`src/rtl/shift_pkg.sv`:
```
`default_nettype none
// ============================================================================
// Module   : shift_pkg
// Brief    : Shared shift-op encoding and the split of shift steps per stage.
// Revision : 1.0 - initial release
// ============================================================================
package shift_pkg;

  typedef enum logic [1:0] {
    SLL  = 2'b00,
    SRL  = 2'b01,
    RSVD = 2'b10,
    SRA  = 2'b11
  } shift_op_t;

  // Earlier stages absorb the remainder when steps do not divide evenly.
  function automatic int steps_in_stage(int total, int stages, int idx);
    return total / stages + ((idx < total % stages) ? 1 : 0);
  endfunction

  function automatic int first_step(int total, int stages, int idx);
    int lo = 0;
    for (int j = 0; j < idx; j++) lo += steps_in_stage(total, stages, j);
    return lo;
  endfunction

endpackage
`default_nettype wire

```
`src/rtl/shift_stage.sv`:
```
`default_nettype none
// ============================================================================
// Module   : shift_stage
// Brief    : One pipeline stage applying right-shift steps FIRST..LAST.
// Revision : 1.0 - initial release
// ============================================================================
module shift_stage
  import shift_pkg::*;
#(
  parameter int XLEN  = 64,
  parameter int TAG_W = 5,
  parameter int FIRST = 0,
  parameter int LAST  = 0
) (
  input  logic                    clk,
  input  logic                    rst,
  input  logic                    flush,
  input  logic                    in_valid,
  output logic                    in_ready,
  input  logic [XLEN-1:0]         in_data,
  input  logic [$clog2(XLEN)-1:0] in_shamt,
  input  logic                    in_fill,
  input  shift_op_t               in_op,
  input  logic                    in_word,
  input  logic [TAG_W-1:0]        in_tag,
  output logic                    out_valid,
  input  logic                    out_ready,
  output logic [XLEN-1:0]         out_data,
  output logic [$clog2(XLEN)-1:0] out_shamt,
  output logic                    out_fill,
  output shift_op_t               out_op,
  output logic                    out_word,
  output logic [TAG_W-1:0]        out_tag
);

  localparam int SHW = $clog2(XLEN);

  logic                   valid_q, valid_d;
  logic [XLEN-1:0]        data_q, data_d;
  logic [SHW-1:0]         shamt_q, shamt_d;
  logic                   fill_q, fill_d;
  shift_op_t              op_q, op_d;
  logic                   word_q, word_d;
  logic [TAG_W-1:0]       tag_q, tag_d;
  logic [XLEN-1:0]        shifted;
  logic signed [XLEN:0]   ext;
  logic                   load;

  always_comb begin
    shifted = in_data;
    ext     = '0;
    for (int k = FIRST; k <= LAST; k++) begin
      if (in_shamt[k]) begin
        ext     = $signed({in_fill, shifted}) >>> (1 << k);
        shifted = ext[XLEN-1:0];
      end
    end

    in_ready = !valid_q || out_ready;
    load     = in_valid && in_ready;
    valid_d  = flush ? 1'b0 : (in_ready ? in_valid : valid_q);
    data_d   = load ? shifted  : data_q;
    shamt_d  = load ? in_shamt : shamt_q;
    fill_d   = load ? in_fill  : fill_q;
    op_d     = load ? in_op    : op_q;
    word_d   = load ? in_word  : word_q;
    tag_d    = load ? in_tag   : tag_q;
  end

  always_ff @(posedge clk or posedge rst) begin
    if (rst) begin
      valid_q <= 1'b0;
      data_q  <= '0;
      shamt_q <= '0;
      fill_q  <= 1'b0;
      op_q    <= SLL;
      word_q  <= 1'b0;
      tag_q   <= '0;
    end else begin
      valid_q <= valid_d;
      data_q  <= data_d;
      shamt_q <= shamt_d;
      fill_q  <= fill_d;
      op_q    <= op_d;
      word_q  <= word_d;
      tag_q   <= tag_d;
    end
  end

  assign out_valid = valid_q;
  assign out_data  = data_q;
  assign out_shamt = shamt_q;
  assign out_fill  = fill_q;
  assign out_op    = op_q;
  assign out_word  = word_q;
  assign out_tag   = tag_q;

endmodule
`default_nettype wire

```
`src/rtl/shift_pipe.sv`:
```
`default_nettype none
// ============================================================================
// Module   : shift_pipe
// Brief    : Pipelined SLL/SRL/SRA unit with RV64 word mode, flush and tags.
// Revision : 1.0 - initial release
// ============================================================================
module shift_pipe
  import shift_pkg::*;
#(
  parameter int XLEN   = 64,
  parameter int STAGES = 2,
  parameter int TAG_W  = 5
) (
  input  logic                    clk,
  input  logic                    rst,
  input  logic                    in_valid,
  output logic                    in_ready,
  input  logic [XLEN-1:0]         in_a,
  input  logic [$clog2(XLEN)-1:0] in_shamt,
  input  logic [1:0]              in_op,
  input  logic                    in_word,
  input  logic [TAG_W-1:0]        in_tag,
  input  logic                    flush,
  output logic                    out_valid,
  input  logic                    out_ready,
  output logic [XLEN-1:0]         out_result,
  output logic [TAG_W-1:0]        out_tag
);

  localparam int SHW = $clog2(XLEN);
  localparam logic [XLEN-1:0] LO32_MASK = XLEN'(64'h0000_0000_FFFF_FFFF);

  logic [STAGES:0]              valid_c;
  logic [STAGES:0]              ready_c;
  logic [STAGES:0][XLEN-1:0]    data_c;
  logic [STAGES:0][SHW-1:0]     shamt_c;
  logic [STAGES:0]              fill_c;
  logic [STAGES:0]              word_c;
  logic [STAGES:0][TAG_W-1:0]   tag_c;
  shift_op_t                    op_c [STAGES+1];

  shift_op_t       op_in;
  logic            word_mode;
  logic            fill_in;
  logic [XLEN-1:0] a_cond;
  logic [XLEN-1:0] data_in;
  logic [SHW-1:0]  shamt_in;
  logic [XLEN-1:0] tail;
  logic [XLEN-1:0] result;
  logic [SHW-1:0]  spent_shamt_unused;
  logic            spent_fill_unused;

  // Every op becomes a right shift: SLL is bit-reversed on entry and exit.
  always_comb begin
    op_in     = shift_op_t'(in_op);
    word_mode = (XLEN == 64) && in_word;
    fill_in   = 1'b0;
    if (op_in == SRA) fill_in = word_mode ? in_a[31] : in_a[XLEN-1];
    a_cond   = word_mode ? ((in_a & LO32_MASK) | ({XLEN{fill_in}} & ~LO32_MASK)) : in_a;
    data_in  = a_cond;
    if (op_in == SLL) begin
      for (int i = 0; i < XLEN; i++) data_in[i] = a_cond[XLEN-1-i];
    end
    shamt_in = word_mode ? (in_shamt & SHW'(31)) : in_shamt;
  end

  assign valid_c[0]      = in_valid && !flush;
  assign data_c[0]       = data_in;
  assign shamt_c[0]      = shamt_in;
  assign fill_c[0]       = fill_in;
  assign op_c[0]         = op_in;
  assign word_c[0]       = word_mode;
  assign tag_c[0]        = in_tag;
  assign ready_c[STAGES] = out_ready;
  assign in_ready        = ready_c[0] && !flush;

  generate
    for (genvar s = 0; s < STAGES; s++) begin : g_stage
      localparam int FIRST = first_step(SHW, STAGES, s);
      localparam int LAST  = FIRST + steps_in_stage(SHW, STAGES, s) - 1;

      shift_stage #(
        .XLEN  (XLEN),
        .TAG_W (TAG_W),
        .FIRST (FIRST),
        .LAST  (LAST)
      ) u_stage (
        .clk       (clk),
        .rst       (rst),
        .flush     (flush),
        .in_valid  (valid_c[s]),
        .in_ready  (ready_c[s]),
        .in_data   (data_c[s]),
        .in_shamt  (shamt_c[s]),
        .in_fill   (fill_c[s]),
        .in_op     (op_c[s]),
        .in_word   (word_c[s]),
        .in_tag    (tag_c[s]),
        .out_valid (valid_c[s+1]),
        .out_ready (ready_c[s+1]),
        .out_data  (data_c[s+1]),
        .out_shamt (shamt_c[s+1]),
        .out_fill  (fill_c[s+1]),
        .out_op    (op_c[s+1]),
        .out_word  (word_c[s+1]),
        .out_tag   (tag_c[s+1])
      );
    end
  endgenerate

  // Shift amount and fill are fully consumed by the last stage.
  assign spent_shamt_unused = shamt_c[STAGES];
  assign spent_fill_unused  = fill_c[STAGES];

  always_comb begin
    tail   = data_c[STAGES];
    result = tail;
    if (op_c[STAGES] == SLL) begin
      for (int i = 0; i < XLEN; i++) result[i] = tail[XLEN-1-i];
    end
    if (word_c[STAGES]) result = (result & LO32_MASK) | ({XLEN{result[31]}} & ~LO32_MASK);
    if (op_c[STAGES] == RSVD) result = '0;
  end

  assign out_valid  = valid_c[STAGES];
  assign out_result = result;
  assign out_tag    = tag_c[STAGES];

endmodule
`default_nettype wire

```
`config.mk`:
```
export PLATFORM = sky130hd
export DESIGN_NAME = shift_pipe
export DESIGN_NICKNAME = d
export VERILOG_FILES = /design/src/rtl/shift_pkg.sv /design/src/rtl/shift_stage.sv /design/src/rtl/shift_pipe.sv
export SDC_FILE = /design/constraint.sdc
export NUM_CORES = 1
export LEC_CHECK = 0
export ABC_AREA = 1
export CORE_ASPECT_RATIO = 1.75
export CORE_MARGIN = 2
export CORE_UTILIZATION = 40
export CTS_BUF_LIST = sky130_fd_sc_hd__clkbuf_16
export CTS_CLUSTER_SIZE = 14
export DETAILED_ROUTE_END_ITERATION = 10
export GPL_TIMING_DRIVEN = 1
export HOLD_SLACK_MARGIN = 0.03
export PLACE_DENSITY = 0.7
export SLEW_MARGIN = 20
export SYNTH_ARGS = -nofsm -noshare
export SYNTH_HDL_FRONTEND = slang
export SYNTH_SLANG_ARGS = --single-unit
export TNS_END_PERCENT = 30
```
`constraint.sdc`:
```
create_clock -name clk -period 7.59 [get_ports clk]
set_input_delay 0.759 -clock clk [delete_from_list [all_inputs] [get_ports clk]]
set_output_delay 0.759 -clock clk [all_outputs]
set_load 0.01 [all_outputs]
```
# --- After elaboration in Yosys (flattened, before gate mapping) ---
# Cells that the tools add are included.
totals:
  reg_bits: 153
classes:
  n_eq_ne: 2
  n_mux: 18
  bitwise: 2
  reduce_logical: 13
op_table:
  columns: ["cell", "n"]
  rows:
  - ["64-bit two-way mux", 11]
  - ["32-bit by 64-bit OR with 64-bit output", 2]
  - ["1-bit two-way mux", 6]
  - ["6-bit two-way mux", 1]
  - ["2-bit equality test (second input constant)", 2]
  - ["1-bit logical AND", 4]
  - ["2-bit zero test", 2]
  - ["2-bit nonzero test", 2]
  - ["1-bit zero test", 3]
  - ["1-bit logical OR", 2]

# --- Depth between registers and ports, before layout ---
depth:
  ltp_word: 8
  ltp_mapped: 12
  mapped_depth_nobuf: 11

# --- Cells and area by module ---
# From an unflattened synthesis, not the netlist that was laid out.
unflattened:
  cells_unflattened: 1908
  hier_area_um2: 11942.7
modules_own_cells:
  columns: ["module", "instances", "cells_each", "area_each_um2"]
  rows:
  - ["shift_stage at g_stage[0].u_stage", 1, 700, 4829.6]
  - ["shift_stage at g_stage[1].u_stage", 1, 699, 4793.3]
  - ["shift_pipe", 1, 509, 2319.7]

# --- Worst setup path after synthesis ---
# No wires, ideal clock.
synth_timing:
  path_kind: "flip-flop to output port"
  from: "register g_stage[1].u_stage.op_q[0]"
  to: "output out_result[35]"
  arrival_ns: 1.291
  required_ns: 6.831
  slack_ns: 5.540
  stages_incl_launch_ff: 9
  path_buffers: 3
  path_cell_list: "dfrtp_1 buf_2 nor2_2 buf_2 buf_2 a21oi_1 o21ai_0 nand2_1 inv_1"
synth_between:
  elab_chain_cells: 5
synth_lines:
  columns: ["element", "line", "source"]
  rows:
  - ["start, declared", "shift_stage.sv:42", "shift_op_t op_q, op_d;"]
  - ["start signal, assigned", "shift_stage.sv:84", "op_q <= op_d;"]
  - ["2-bit zero test", "shift_pipe.sv:118", "if (op_c[STAGES] == SLL) begin"]
  - ["64-bit two-way mux", "shift_pipe.sv:118", null]
  - ["32-bit by 64-bit OR with 64-bit output", "shift_pipe.sv:121", "if (word_c[STAGES]) result = (result & LO32_MASK) | ({XLEN{result[31]}} & ~LO32_MASK);"]
  - ["64-bit two-way mux", "shift_pipe.sv:121", null]
  - ["64-bit two-way mux (*)", "shift_pipe.sv:122", "if (op_c[STAGES] == RSVD) result = '0;"]
  - ["end, declared", "shift_pipe.sv:26", "output logic [XLEN-1:0] out_result,"]
# Mark *: on every way between the ends. The rest lies on a longest branch, timed or not.

# --- Final worst setup path ---
layout_timing:
  from: "register g_stage[1].u_stage.op_q[0]"
  to: "output out_result[21]"
# The elaborated chain is that of the path after synthesis.

==> results.json <==
{
  "netlist_instances": 1843,
  "reg2reg_depth": 9,
  "hp-start": "g_stage[0].u_stage.out_tag[3]",
  "std_cell_rows": 82,
  "cts_tree": "yes",
  "yosys_warnings": 0,
  "critPathArrivalTime_ns": 3.25,
  "post-route-util_pct": 47.97,
  "grt_pass1_vias": 11840,
  "multi_input_area_um2": 6425,
  "gr-usage-all-layers_pct": 25.77,
  "cts_hold_buffers": 0,
  "ys_seq_area_share_pct": 32.50,
  "die_w_um": 132.4,
  "r2r_slack_ns": 5.12,
  "clock-sinks": 150,
  "overflow": 0,
  "post-route-period-util_pct": 52.85,
  "synth_fp_nets": 1926,
  "fillerInstances": 2961,
  "postSynthAreaPerCell_um2": 6.266,
  "start_util_pct": 40.49,
  "dp.final_hpwl_um": 29620,
  "grt_setup_unrepaired": "false",
  "seq_area_um2": 3756,
  "clockBufferDepth": 2,
  "layout_commonest_cell": "nand2_1",
  "hold_class": "reg2reg",
  "critPathKind": "reg2out",
  "numCtsBuffers": 17,
  "power.total_w": 0.003484,
  "worst_pin_slew_ns": 1.042,
  "hold_end": "g_stage[0].u_stage.out_tag[3]",
  "worstSetupStartpointType": "register",
  "core_area_um2": 28520,
  "holdPathStages": 2,
  "drt-vias-per-instance": 5.478,
  "outcome": "finished, final reports clean",
  "finalWorstSetupSlack_ns": 3.578,
  "place_ws_ns": 4.032,
  "drtPass1Iterations": 6,
  "drive_above_1_share_pct": 5.034,
  "fin_tns_setup_ns": 0,
  "finalSetupViolCount": 0,
  "drt-initial-drc-count": 1174,
  "nNetsFinal": 1978,
  "max_cap_violations": 0,
  "drv_slew": 0,
  "grt_max_degree": 107,
  "period_minus_slack_ns": 4.012,
  "post_cts_buffers": 0,
  "port_buffers": 153,
  "post_cts_resized": 0,
  "timing.fmax_mhz": 249.3,
  "dr_total_vias": 12520,
  "gp_congestion": 0.9915,
  "drc": 0,
  "ir_worst_vdd_v": 0.0001805,
  "wirelength_um": 38890,
  "routedWlPerCell_um": 17.02,
  "area_delta_synth_final_pct": 18.47,
  "clock_skew_ns": 0.01030,
  "htreeDepth": 4,
  "p_per_area_nw_per_um2": 254.7,
  "num_antenna_cells": 0,
  "cp-end-kind": "output pin",
  "layout_common_cells": "nand2_1 (530), nand3_1 (227), inv_1 (180), o21ai_0 (165), nor2_1 (154)",
  "hold_violations": 0,
  "die_y_um": 228.8,
  "antenna_found_initial": 0,
  "p_leak_nw": 6.602,
  "grt_pass1_wl_um": 62860,
  "clock_latency_ns": 0.45,
  "boundaryPins": 154,
  "maxSlewHeadroom_pct": 30.30,
  "worstPathRequired_ns": 6.83,
  "reg2reg_from": "g_stage[0].u_stage.out_shamt[3]",
  "ys_types": 27,
  "synth_seq_cells": 150,
  "drtAntennaViolNets": 0,
  "path_clk_slew_ns": 0.06,
  "die_area_um2": 30300,
  "r2r-end": "g_stage[1].u_stage.out_data[47]",
  "synth_area_um2": 11550,
  "path_max_fanout": 67,
  "cp-startpoint": "g_stage[1].u_stage.out_op[0]",
  "clock-root-buffer": "clkbuf_16"
}
## synthesized netlist by cell type
cell type	n	area, um^2
nor2_1	155	581.8
buf_4	8	60.06
nand2_1	530	1989
clkinv_1	2	7.510
buf_6	9	101.4
inv_2	5	18.77
o22ai_1	17	106.4
nor2_4	1	11.26
nand2_2	3	18.77
or2_2	29	181.4
clkbuf_1	57	214.0
a31oi_1	15	93.84
a21oi_2	1	8.760
mux2i_1	9	90.09
or2_0	3	18.77
dfrtp_1	150	3754
inv_1	181	679.4
buf_2	52	260.3
a21oi_1	78	390.4
nor2_2	2	12.51
o21ai_1	18	90.09
o211ai_1	80	600.6
buf_1	12	45.04
nand3_1	227	1136
o21ai_0	165	825.8
or2_1	2	12.51
a22oi_1	32	240.2
## worst max-delay path, stage by stage (launching register included)
cell	delay, ns
dfrtp_1	0.60
nor2_4	0.17
buf_4	0.46
inv_1	0.56
o21ai_0	0.38
clkdlybuf4s50_1	0.59
## cell type report
cell class / instances / share of cell area (%)
Multi-Input combinational cell: 1367 / 46.96
Sequential cell: 150 / 27.45
Timing Repair Buffer: 171 / 12.11
Inverter: 188 / 5.203
Tap cell: 378 / 3.457
Clock buffer: 17 / 3.109
Clock inverter: 14 / 1.710
## where the power goes
part / switching, W / internal, W / total, W
Combinational: 0.000851 / 0.000596 / 0.00145
Clock: 0.000344 / 0.000613 / 0.000957
Sequential: 0.000117 / 0.000965 / 0.00108
Total: 0.00131 / 0.00217 / 0.00348
## cell families (layout without fill, tap and decap cells)
| logic type | after synthesis | after routing | synth area share [%] |
|---|---|---|---|
| AOI/OAI and AO/OA | 406 | 406 | 20.40 |
| muxes | 9 | 9 | 0.7801 |
| buffers and inverters | 326 | 390 | 12.00 |
| and+or+nand+nor | 952 | 952 | 34.31 |
| DFF | 150 | 150 | 32.50 |
## sequential cells by signal (all words and copies together), names as in the netlist
name,count
g_stage.u_stage.out_fill,1
g_stage.u_stage.out_op,4
g_stage.u_stage.out_valid,2
g_stage.u_stage.out_shamt,3
g_stage.u_stage.out_tag,10
g_stage.u_stage.out_word,2
g_stage.u_stage.out_data,128
## per-layer routing
metal,global-route usage (%),up-vias,routed length (um)
li1,-,6147,-
met1,30.63,5778,15370
met2,45.34,495,19560
met3,2.927,97,1929
met4,13.44,0,2037
met5,0,-,0
## worst max-delay path by stage
stage / to / slack [ns] / depth (start not counted)
floorplan: g_stage[0].u_stage.out_data[0] / 2.79 / 1
global placement: out_result[21] / 4.09 / 5
detailed placement: g_stage[0].u_stage.out_data[29] / 4.03 / 12
CTS: out_result[44] / 3.57 / 8
global route: out_result[17] / 3.33 / 5
finish: out_result[21] / 3.58 / 5
## stage by stage
step           instances  cell area [um^2]  hold WS [ns]
3_5_place_dp        2254             13020        0.4652
5_1_grt             2285             13680        0.5049
3_3_place_gp        2254             13020        0.4591
6_report            2285             13680        0.4788
4_1_cts             2285             13680        0.4819
2_1_floorplan       1843             11550        0.4422
Power figures use the tool's default switching activity.
